### src/rtl/chunk_serializer.sv
// Word-to-slice serializer: accepts one WIDTH-bit operand per handshake and emits it
// as CHUNK-bit slices, least-significant first, with first/last/index markers.
module chunk_serializer #(
    parameter int WIDTH = 8,
    parameter int CHUNK = 3,
    localparam int NCHUNKS = (WIDTH + CHUNK - 1) / CHUNK,
    localparam int IDXW = (NCHUNKS > 1) ? $clog2(NCHUNKS) : 1
) (
    input  logic             clk,
    input  logic             rst,
    input  logic             en,
    input  logic [WIDTH-1:0] in,
    input  logic             in_valid,
    output logic             in_ready,
    output logic [CHUNK-1:0] out,
    output logic             out_valid,
    input  logic             out_ready,
    output logic             out_first,
    output logic             out_last,
    output logic [IDXW-1:0]  out_idx
);
    localparam int PADW = NCHUNKS * CHUNK;
    localparam logic [IDXW-1:0] LAST_IDX = IDXW'(NCHUNKS - 1);

    typedef enum logic {
        ST_IDLE,
        ST_SEND
    } state_t;

    state_t           r_state;
    logic [PADW-1:0]  r_word;
    logic [IDXW-1:0]  r_idx;
    logic [CHUNK-1:0] r_out;
    logic             r_first;
    logic             r_last;

    logic [PADW-1:0]  w_in_pad;
    logic [IDXW-1:0]  w_idx_inc;
    logic             w_in_xfer;
    logic             w_out_xfer;
    logic [CHUNK-1:0] w_slices [NCHUNKS];

    // Zero-extension of the operand supplies the padding bits of the top slice.
    assign w_in_pad  = PADW'(in);
    assign w_idx_inc = r_idx + IDXW'(1);

    for (genvar gi = 0; gi < NCHUNKS; gi++) begin : g_slice
        assign w_slices[gi] = r_word[gi*CHUNK +: CHUNK];
    end

    assign out_valid  = en && (r_state == ST_SEND);
    // r_last is only meaningful in SEND; the IDLE term covers every other case.
    assign in_ready   = en && ((r_state == ST_IDLE) || (r_last && out_ready));
    assign w_in_xfer  = en && in_valid && in_ready;
    assign w_out_xfer = out_valid && out_ready;

    assign out       = r_out;
    assign out_first = r_first;
    assign out_last  = r_last;
    assign out_idx   = r_idx;

    always_ff @(posedge clk) begin
        if (rst) begin
            r_state <= ST_IDLE;
            r_word  <= '0;
            r_idx   <= '0;
            r_out   <= '0;
            r_first <= 1'b0;
            r_last  <= 1'b0;
        end else if (r_state == ST_IDLE) begin
            if (w_in_xfer) begin
                r_state <= ST_SEND;
                r_word  <= w_in_pad;
                r_idx   <= '0;
                r_out   <= w_in_pad[CHUNK-1:0];
                r_first <= 1'b1;
                r_last  <= (NCHUNKS == 1);
            end
        end else if (w_out_xfer) begin
            if (!r_last) begin
                r_idx   <= w_idx_inc;
                r_out   <= w_slices[w_idx_inc];
                r_first <= 1'b0;
                r_last  <= (w_idx_inc == LAST_IDX);
            end else if (w_in_xfer) begin
                // Back-to-back word: the last slice leaves as the next word enters.
                r_word  <= w_in_pad;
                r_idx   <= '0;
                r_out   <= w_in_pad[CHUNK-1:0];
                r_first <= 1'b1;
                r_last  <= (NCHUNKS == 1);
            end else begin
                r_state <= ST_IDLE;
                r_idx   <= '0;
                r_out   <= '0;
                r_first <= 1'b0;
                r_last  <= 1'b0;
            end
        end
    end
endmodule

### config.mk
export PLATFORM = sky130hd
export DESIGN_NAME = chunk_serializer
export DESIGN_NICKNAME = d
export VERILOG_FILES = /design/src/rtl/chunk_serializer.sv
export SDC_FILE = /design/constraint.sdc
export NUM_CORES = 1
export LEC_CHECK = 0
export CAP_MARGIN = 5
export CELL_PAD_IN_SITES_DETAIL_PLACEMENT = 1
export CELL_PAD_IN_SITES_GLOBAL_PLACEMENT = 1
export CORE_MARGIN = 1
export CORE_UTILIZATION = 34
export CTS_CLUSTER_DIAMETER = 150
export DETAILED_ROUTE_END_ITERATION = 8
export GPL_TIMING_DRIVEN = 0
export PLACE_DENSITY = 0.79
export SYNTH_ARGS = -nofsm -noshare
export SYNTH_HDL_FRONTEND = slang
export SYNTH_SLANG_ARGS = --single-unit
### constraint.sdc
create_clock -name clk -period 2.6 [get_ports clk]
set_input_delay 0.52 -clock clk [delete_from_list [all_inputs] [get_ports clk]]
set_output_delay 0.52 -clock clk [all_outputs]
set_load 0.1 [all_outputs]
# Word-level counts from Yosys, hierarchy flattened
# Cells that the tools add are included.
dict set report totals {
  out_inout_bits 9
  reg_bits 17
  in_bits 13
}
dict set report op_classes {
  add_sub_neg 1
  bitwise 2
  n_lt_le_gt_ge 1
  eq_ne 3
  mux 28
  n_reduce_logical 10
}
# operator count
set op_table {}
lappend op_table {{$mux W9} 4}
lappend op_table {{$mux W3} 7}
lappend op_table {{$mux W1} 12}
lappend op_table {{$mux W2} 4}
lappend op_table {{$bmux W3 S2} 1}
lappend op_table {{$logic_and A1 B1 Y1} 6}
lappend op_table {{$ne A2 B1 Y1 const B} 2}
lappend op_table {{$reduce_and A2 Y1} 2}
lappend op_table {{$ge A3 B3 Y1 const B} 1}
lappend op_table {{$not A2 Y3} 1}
lappend op_table {{$add A2 B1 Y2 const B} 1}
lappend op_table {{$eq A2 B2 Y1 const B} 1}
lappend op_table {{$reduce_bool A2 Y1} 1}
lappend op_table {{$logic_or A1 B1 Y1} 1}
lappend op_table {{$not A1 Y1} 1}

# Depth between registers and ports, before layout
# Gate-level depths: netlist of run 1.
dict set report logic_depth {
  word_depth 8
  ltp_mapped 6
  ltp_nobuf 6
}

# Least setup slack after synthesis of run 1
# OpenSTA, ideal clock, no wires.
dict set report synth_timing {
  path_type {reg-to-output}
  start {register r_last, in the netlist out_last}
  end {output port in_ready}
  n_path_buf 1
  required_ps 2080
  stages_incl_launch_ff 4
  arrival_time_ps 2714
  setup_slack_ps -634
  cell_sequence {dfxtp_1 a21boi_1 buf_2 nor2b_1}
}
dict set report synth_between {
  elab_chain_len 3
}
# item line
set synth_rtl {}
lappend synth_rtl {{start: declaration} 35} ;# logic r_last;
lappend synth_rtl {{start signal: assignment} 77} ;# r_last <= (NCHUNKS == 1);
lappend synth_rtl {{start signal: assignment} 84} ;# r_last <= (w_idx_inc == LAST_IDX);
lappend synth_rtl {{start signal: assignment} 91} ;# r_last <= (NCHUNKS == 1);
lappend synth_rtl {{$logic_and A1 B1 Y1} 53} ;# assign in_ready = en && ((r_state == ST_IDLE) || (r_last && out_ready));
lappend synth_rtl {{$logic_or A1 B1 Y1} 53}
lappend synth_rtl {{$logic_and A1 B1 Y1} 53}
lappend synth_rtl {{end: declaration} 14} ;# output logic in_ready,
# No other way between the ends.

# Worst setup path after layout of run 1
dict set report layout_timing {
  start {register r_idx[0], in the netlist out_idx[0]}
  end {output port out_idx[0]}
}
# item line
set layout_lines {}
lappend layout_lines {{start: declaration} 32} ;# logic [IDXW-1:0] r_idx;
lappend layout_lines {{start signal: assignment} 81} ;# r_idx <= w_idx_inc;
lappend layout_lines {{end: declaration} 20} ;# output logic [IDXW-1:0] out_idx
# No word-level cell between the ends.

==> summary.md, run 1 <==
| Metric | Value |
|---|---|
| Final WL | approximately 1800 µm |
| Synthesis-to-layout area growth | 37.6% |
| Bufs and invs on worst path | 1 |
| Synth top area share | 44.6% |
| Initial antenna violation count | 0 |
| Vias in the first global route | 685 |
| Rel. slew slack | 35.2% |
| RSZ-0062 raised after global routing | no |
| Largest stage delay on the critical path | 1190 ps |
| Gr usage total | 19.6% |
| DR vias | 704 |
| Std-Cell Rows | 16 |
| CP endpoint | out_idx[0] |
| Number of stages on the worst setup path | 1 |
| Gate power share | 23.5% |
| Drc violations | 0 |
| Synth Flop Type | dfxtp_1 |
| Peak supply drop | 0.000366 V |
| Multi-input logic area | ~390 µm² |
| Inst Count DP | 132 |
| HP Class | register to register |
| Synth Warn # | 0 |
| Cts bufs inserted | 3 |
| Setup TNS | 0 ps |
| Fin crit share | a little over nine tenths |
| Worst path slowest cell | clkdlybuf4s50_1 |
| Post-synth EDFFs | 0 |
| Highest Clock Rate | around 410 MHz |
| Iter 0 DRT Violations | 10 |
| Nets@finish | 124 |
| Initial core utilization | 36.2% |
| Post-layout min period | 2460 ps |
| Synth cell count leaders | dfxtp_1 (16), a21oi_1 (13), nand2_1 (12) |
| Top-count cell post-synth | dfxtp_1 |
| N_diodes | 0 |
| Die Height | 48.0 µm |
| Worst-path clk slew | 80 ps |
| Synth Instances | 84 |
| Synth area leaders | dfxtp_1 (45%), a21oi_1 (9.1%), o21ai_0 (7.0%) |
| Reg2reg path depth | 4 |
| Fill cells | 237 |
| Hold Fails Final Rpt | 0 |
| Least-Margin Pin Slew | 969 ps |
| Fin. max-slew vios | 0 |
| Top cell type by total area after synthesis | dfxtp_1 |
| P_sw | 0.156 mW |
| WP data arrival | 1940 ps |
| Routability Congestion | 0.709 |
| Mean Syn Cell Area | 8.55 µm² |
| Sequential fraction of the synthesis area | 44.6% |
| Htree depth | 1 |
| Via/cell ratio | 5.21 |
| Cell area after layout | a little under 1000 µm² |
| Die area | 2300 µm² |
| Setup violations, final | 0 |
| Synthesis-stage register bit count | 16 |
| Later-pin clock latency in the skew report | 280 ps |
| Port buffer count | 21 |
| Static Leakage | 0.353 nW |
| Sw frac | 30.7% |
| Register area | 320 µm² |
| Placed Instance Area | 970 µm² |
| First drt pass iteration count | 5 |
| Crit Path Max Fanout | 8 |
| R2r startpoint | out_idx[0] |
| Crit start category | register |
| Core Region | 1980 µm² |
| Die Wd | about 48 µm |
| Int Pwr | 0.351 mW |
| # IOs | 22 |
| Yosys cell types | 23 |
| Non-filler cells, final | 135 |
| Post-Syn Area | 718 µm² |
| Power Density | 513 nW/µm² |
| Grt total ovfl | 0 |
| Share of cells above drive strength 1 | between 10% and 20% |
| Worst setup path startpoint | out_idx[0] |
| Maximum clock path buffer count | 2 |
| Worst Path Required | 2080 ps |
| Largest net degree at the start of global routing | 11 |
| WL/cell | 13.3 µm |
| Global-route wire length before repair | roughly 3100 µm |
| Final HPWL DP | 1380 µm |
| CTS root buf | clkbuf_4 |
| WHS | ~500 ps |
| Worst setup EP type | output port |
| Skew final | 4.94 ps |
| Antenna-violating nets left | 0 |
| Clock power share | 24.6% |
| WS Path Type | register to output port |
| Post-synth ARST share | 0% |
| Max-cap viol count | 0 |
| Synthesized Nets | 98 |
| Seq pwr share | between 50% and 60% |
| TritonCTS clock tree | built |
| Family with the most delay on the worst path | buffers and inverters |
| CP Cell Sequence | clkdlybuf4s50_1 |
| Outcome | finished clean |
| R2R Setup Slk | 1100 ps |
| CTS sink cnt | 16 |
| R2r endpoint | out[1] |
| Post-CTS Setup Inserts | 0 |
placed cells by master, fill, tap and decap left out, types with 2 or more instances in the layout:
master            n
a21oi_1          13
a22oi_1           4
buf_2             3
clkbuf_4          3
clkdlybuf4s50_1  19
dfxtp_1          16
mux2_2            3
mux2i_1           2
nand2_1          12
nor2_1            6
nor3_1            2
o21ai_0          10
power by group through the flow:
stage | Clock (mW) | Combinational (mW) | Sequential, mW
floorplan | 0 | 0.0502 | 0.295
global placement | 0 | 0.119 | 0.268
detailed placement | 0 | 0.121 | 0.268
CTS | 0.131 | 0.121 | 0.263
global route | 0.142 | 0.128 | 0.265
finish | 0.125 | 0.119 | 0.263
cell type report:
type	instances	share of cell area, %
multi-input combinational	64	39.2
inverter	1	0.380
clock buffer	3	2.28
tap	27	3.42
timing repair buffer	21	20.9
sequential	16	32.4
buffer	3	1.39
worst min path at each step:
stage / from / end / depth (start not counted)
after detailed placement: r_word[0] / r_word[0] / 2
after CTS: r_word[0] / r_word[0] / 2
final: r_word[6] / r_word[6] / 2
after floorplan: r_word[0] / r_word[0] / 2
after global routing: r_word[2] / r_word[2] / 2
after global placement: r_word[2] / r_word[2] / 2
per-layer routing:
| metal | vias to the layer above | track usage, % | routed length (µm) |
|---|---|---|---|
| li1 | 352 | - | - |
| met1 | 335 | 23.2 | 798 |
| met2 | 15 | 33.5 | 913 |
| met3 | 2 | 6.79 | 76 |
| met4 | 0 | 5.00 | 13 |
| met5 | - | 0 | 0 |
per-stage QoR:
stage | power (mW) | utilization [%] | worst slack [ps]
CTS | 0.515 | 50.2 | 16.1
global placement | 0.387 | 48.9 | -541
global route | 0.535 | 49.9 | 57.8
detailed placement | 0.390 | 48.9 | -555
finish | 0.507 | 49.9 | 137
floorplan | 0.345 | - | 205
registers in the layout (all words and copies together) (netlist names):
name / count
out_idx: 2
out: 3
r_word: 8
out_first: 1
r_state: 1
out_last: 1
logic make-up (layout without fill, tap and decap cells):
logic type	after synthesis	after routing	synth area share [%]
mux	5	5	7.49
compound gates	29	29	22.8
simple gates	29	29	20.9
buf+inv	4	28	2.44
flops	16	16	44.6
fa+ha+maj	1	1	1.74
repair_timing:
action,CTS,global route
endpoints found under the hold margin,0,0
pin swaps,0,0
hold buffers,0,0
gates resized for setup,6,2
setup endpoints to repair,2,1
No activity file was read; power rests on OpenSTA's default activity.
==> run 2: changes to the inputs <==
Settings changed: CORE_ASPECT_RATIO set to 1.5, RECOVER_POWER set to 50.
==> summary.md, run 2 (synthesis gave the netlist of run 1 again) <==
| Metric | Value |
|---|---|
| RSZ-0062 raised after global routing | no |
| Non-filler cells, final | 131 |
| Crit Path Max Fanout | 8 |
| Peak supply drop | ~0.00025 V |
| DR vias | roughly 700 |
| Antenna-violating nets left | 0 |
| Worst slack at placement | -556 ps |
| Maximum clock path buffer count | 2 |
| Synthesis-to-layout area growth | 37.8% |
| Commonest cells after routing, fill and taps aside | clkdlybuf4s50_1 (16), dfxtp_1 (16), a21oi_1 (13) |
| Least-Margin Pin Slew | 979 ps |
| Drc violations | 0 |
| Worst-path clk slew | ~100 ps |
| Inst Count DP | 127 |
| Later-pin clock latency in the skew report | 280 ps |
| Highest Clock Rate | 407 MHz |
| Post-CTS Setup Inserts | 0 |
| WS Path Type | input port to output port |
| Final WL | 1820 µm |
| Via/cell ratio | 5.31 |
| HP Class | register to register |
| R2r endpoint | out[1] |
| Fill cells | between 200 and 300 |
| Std-Cell Rows | 20 |
| Worst setup path startpoint | en |
| WL/cell | between 10 and 15 µm |
| CTS sink cnt | 16 |
| Gr usage total | 18.8% |
| Worst setup EP type | output port |
| CTS root buf | clkbuf_4 |
| Initial antenna violation count | 0 |
| Final Worst Setup Slack | ~150 ps |
| Static Leakage | between 0.3 and 0.4 nW |
| WHS | 484 ps |
| WP data arrival | 1930 ps |
| Rel. slew slack | 34.5% |
| Max-cap viol count | 0 |
| Max FFs per register | 8 |
| R2R Setup Slk | between 1000 and 1500 ps |
| Crit start category | input port |
| Initial core utilization | 35.9% |
| Largest net degree at the start of global routing | 11 |
| Final Power | 0.544 mW |
| Reg2reg path depth | 4 |
| Setup violations, final | 0 |
| N_diodes | 0 |
| Final HPWL DP | 1410 µm |
| Global-route wire length before repair | 3060 µm |
| First drt pass iteration count | 4 |
| TritonCTS clock tree | built |
| R2r startpoint | out_idx[0] |
| # IOs | 22 |
| Die area | 2300 µm² |
| Core Region | between 2000 and 2500 µm² |
| Grt total ovfl | 0 |
| Nets@finish | 124 |
| Final core utilization | between 40% and 50% |
| Cts bufs inserted | 3 |
| Post-layout min period | 2450 ps |
| Routability Congestion | a little under 0.8 |
| Die Wd | 39.5 µm |
| Share of cells above drive strength 1 | 13.8% |
| Biggest register | r_word |
| # hold bufs at CTS | 0 |
| Die Height | 58.3 µm |
| Outcome | finished clean |
| Hold Fails Final Rpt | 0 |
| Fin crit share | 94.4% |
| Skew final | 4.15 ps |
| Power Density | roughly 550 nW/µm² |
| Worst Path Required | 2080 ps |
| Port buffer count | 21 |
| Htree depth | 1 |
| Fin. max-slew vios | 0 |
| CP endpoint | out_valid |
| Iter 0 DRT Violations | 11 |
| Vias in the first global route | 701 |
[run 2: worst min path at each step]
stage                    from   endpoint  cells after the start
floorplan           r_word[0]  r_word[0]                      2
global placement    r_word[1]  r_word[1]                      2
detailed placement  r_word[5]  r_word[5]                      2
CTS                 r_word[5]  r_word[5]                      2
global route        r_word[4]  r_word[4]                      2
finish              r_word[5]  r_word[5]                      2
[run 2: critical path, stage by stage]
cell and delay, ps:
dlygate4sd3_1 670, and2_2 190, clkdlybuf4s15_2 550
[run 2: layer usage]
layer / up-vias / GRT usage, % / part of all wire, %
met2: 14 / 31.4 / 53
met1: 329 / 23.4 / 43
met4: 0 / 7.39 / 1.0
met3: 2 / 2.26 / 3.1
li1: 350 / - / -
met5: - / 0 / 0
[run 2: layout make-up]
type,instances,area [µm²],area share [%]
Tap cell,22,27.5,2.78
Clock buffer,4,36.3,3.67
Inverter,1,3.75,0.379
Timing Repair Buffer,21,209,21.1
Multi-Input combinational cell,64,380,38.4
Buffer,3,12.5,1.26
Sequential cell,16,320,32.4
[run 2: power by group]
group          internal [mW]  total, mW  switching, mW  leakage (nW)
clock                 0.0851      0.164         0.0793        0.0210
sequential             0.256      0.263        0.00722         0.131
combinational         0.0406      0.117         0.0764         0.225
[run 2: repair_timing]
item | 4_1_cts | 5_1_grt
hold endpoints to repair | 0 | 0
gates resized for setup | 6 | 3
gates cloned | 0 | 0
setup endpoints to repair | 2 | 2
[run 2: per-stage QoR]
stage / TNS, ps / cell area [µm²]
2_1_floorplan: 0 / 726
3_3_place_gp: -884 / 963
3_5_place_dp: -937 / 963
4_1_cts: 0 / 1000
5_1_grt: 0 / 990
6_report: 0 / 990
==> run 3: changes to the inputs <==
Settings changed: RECOVER_POWER 50 to 100, SKIP_CTS_REPAIR_TIMING set to 1.
Clock period 2.6 ns to 3 ns, I/O delays scaled along.
==> summary.md, run 3 (synthesis gave the netlist of run 1 again) <==
| Metric | Value |
|---|---|
| Via/cell ratio | 5.37 |
| Least-Margin Pin Slew | between 900 and 1000 ps |
| Placed Instance Area | approximately 960 µm² |
| Core Region | roughly 2000 µm² |
| Worst path slowest cell | dlymetal6s2s_1 |
| Power Density | 478 nW/µm² |
| Rel. slew slack | 34.8% |
| Skew final | roughly 4.5 ps |
| Crit Path Max Fanout | 10 |
| Fin crit share | 96.7% |
| Worst hold stages | 2 |
| N_diodes | 0 |
| Non-filler cells, final | between 100 and 150 |
| Max-cap viol count | 0 |
| Highest Clock Rate | 345 MHz |
| Grt peak-use layer | met2 |
| Setup TNS | 0 ps |
| Initial antenna violation count | 0 |
| Cell area after layout | 986 µm² |
| Cts bufs inserted | 3 |
| HP Class | register to register |
| RSZ-0062 raised after global routing | no |
| Routing usage on met2 | between 30% and 40% |
| Htree depth | 1 |
| Die Height | 58.3 µm |
| CP Cell Sequence | clkdlybuf4s50_1, a21boi_1, buf_2, nor2b_2, dlymetal6s2s_1 |
| Std-Cell Rows | 20 |
| Port buffer count | 21 |
| TritonCTS clock tree | built |
| First drt pass iteration count | 4 |
| Final Power | around 0.47 mW |
| Die Wd | 39.5 µm |
| Worst Path Required | 2400 ps |
| WS Path Type | input port to output port |
| DR vias | approximately 700 |
| Gr usage total | just under 20% |
| Hold Fails Final Rpt | 0 |
| Final WL | 1770 µm |
| Vias in the first global route | between 700 and 800 |
| Share of cells above drive strength 1 | around 10% |
| CTS root buf | clkbuf_4 |
| Max FFs per register | 8 |
| CTS sink cnt | 16 |
| Outcome | finished clean |
| Commonest cells after routing, fill and taps aside | dfxtp_1 (16), a21oi_1 (13), nand2_1 (12) |
| Fin. max-slew vios | 0 |
| Final HPWL DP | around 1400 µm |
| Static Leakage | 0.402 nW |
| Biggest register | r_word |
| Met1 Resource Use GR | 22.6% |
| WL/cell | 13.5 µm |
| Crit start category | input port |
| WHS | 482 ps |
| Met3 global-route usage | around 3.4% |
| Worst setup EP type | output port |
| Grt total ovfl | 0 |
| Worst-path clk slew | 100 ps |
| Peak supply drop | 0.000268 V |
| Initial core utilization | 35.9% |
| Setup violations, final | 0 |
| Most common cell after layout, fill and taps aside | dfxtp_1 |
| # IOs | 22 |
| Largest stage delay on the critical path | 740 ps |
| Nets@finish | 124 |
| Global-route wire length before repair | 3090 µm |
| Maximum clock path buffer count | 2 |
| Routability Congestion | 0.768 |
| Synthesis-to-layout area growth | 37.3% |
| Iter 0 DRT Violations | 11 |
| Drc violations | 0 |
| WP data arrival | between 2000 and 2500 ps |
| Die area | approximately 2300 µm² |
| Later-pin clock latency in the skew report | slightly below 300 ps |
| Post-layout min period | 2900 ps |
| Inst Count DP | 127 |
| Largest net degree at the start of global routing | 11 |
| Reg2reg path depth | 4 |
| Antenna-violating nets left | 0 |
-- run 3: worst paths after layout --
| kind | end | slack, ps | start |
|---|---|---|---|
| max | in_ready | 100 | out_ready |
| min reg2reg | r_word[6] | 480 | r_word[6] |
| min | r_word[6] | 480 | r_word[6] |
| max reg2reg | out[0] | 1440 | out_idx[0] |
-- run 3: layer usage --
metal | share of wire (%) | up-vias
met1 | 44 | 335
met4 | 1.8 | 0
met2 | 50 | 15
met5 | 0 | -
li1 | - | 349
met3 | 3.9 | 4
-- run 3: worst max-delay path, delay by kind of cell --
kind | cells | cell delay, ps
AO/OA/AOI/OAI | 1 | 110
AND/OR/NAND/NOR | 1 | 110
buffers and inverters | 3 | 1480
-- run 3: final cells by class --
type	count	area, µm²
Inverter	1	3.75
Timing Repair Buffer	21	215
Multi-Input combinational cell	64	370
Clock buffer	4	36.3
Tap cell	22	27.5
Sequential cell	16	320
Fill cell	257	1020
Buffer	3	12.5
-- run 3: power by group --
part | total (mW) | switching, mW | internal, mW
registers | 0.228 | 0.00591 | 0.222
clock network | 0.145 | 0.0709 | 0.0739
logic | 0.0992 | 0.0652 | 0.0340
total | 0.472 | 0.142 | 0.330
-- run 3: metrics by stage --
| stage | setup WS (ps) | utilization (%) |
|---|---|---|
| 6_report | 97.6 | 49.3 |
| 3_5_place_dp | -307 | 47.9 |
| 4_1_cts | -318 | 49.7 |
| 5_1_grt | 31.9 | 49.3 |
| 2_1_floorplan | 218 | - |
| 3_3_place_gp | -302 | 47.9 |
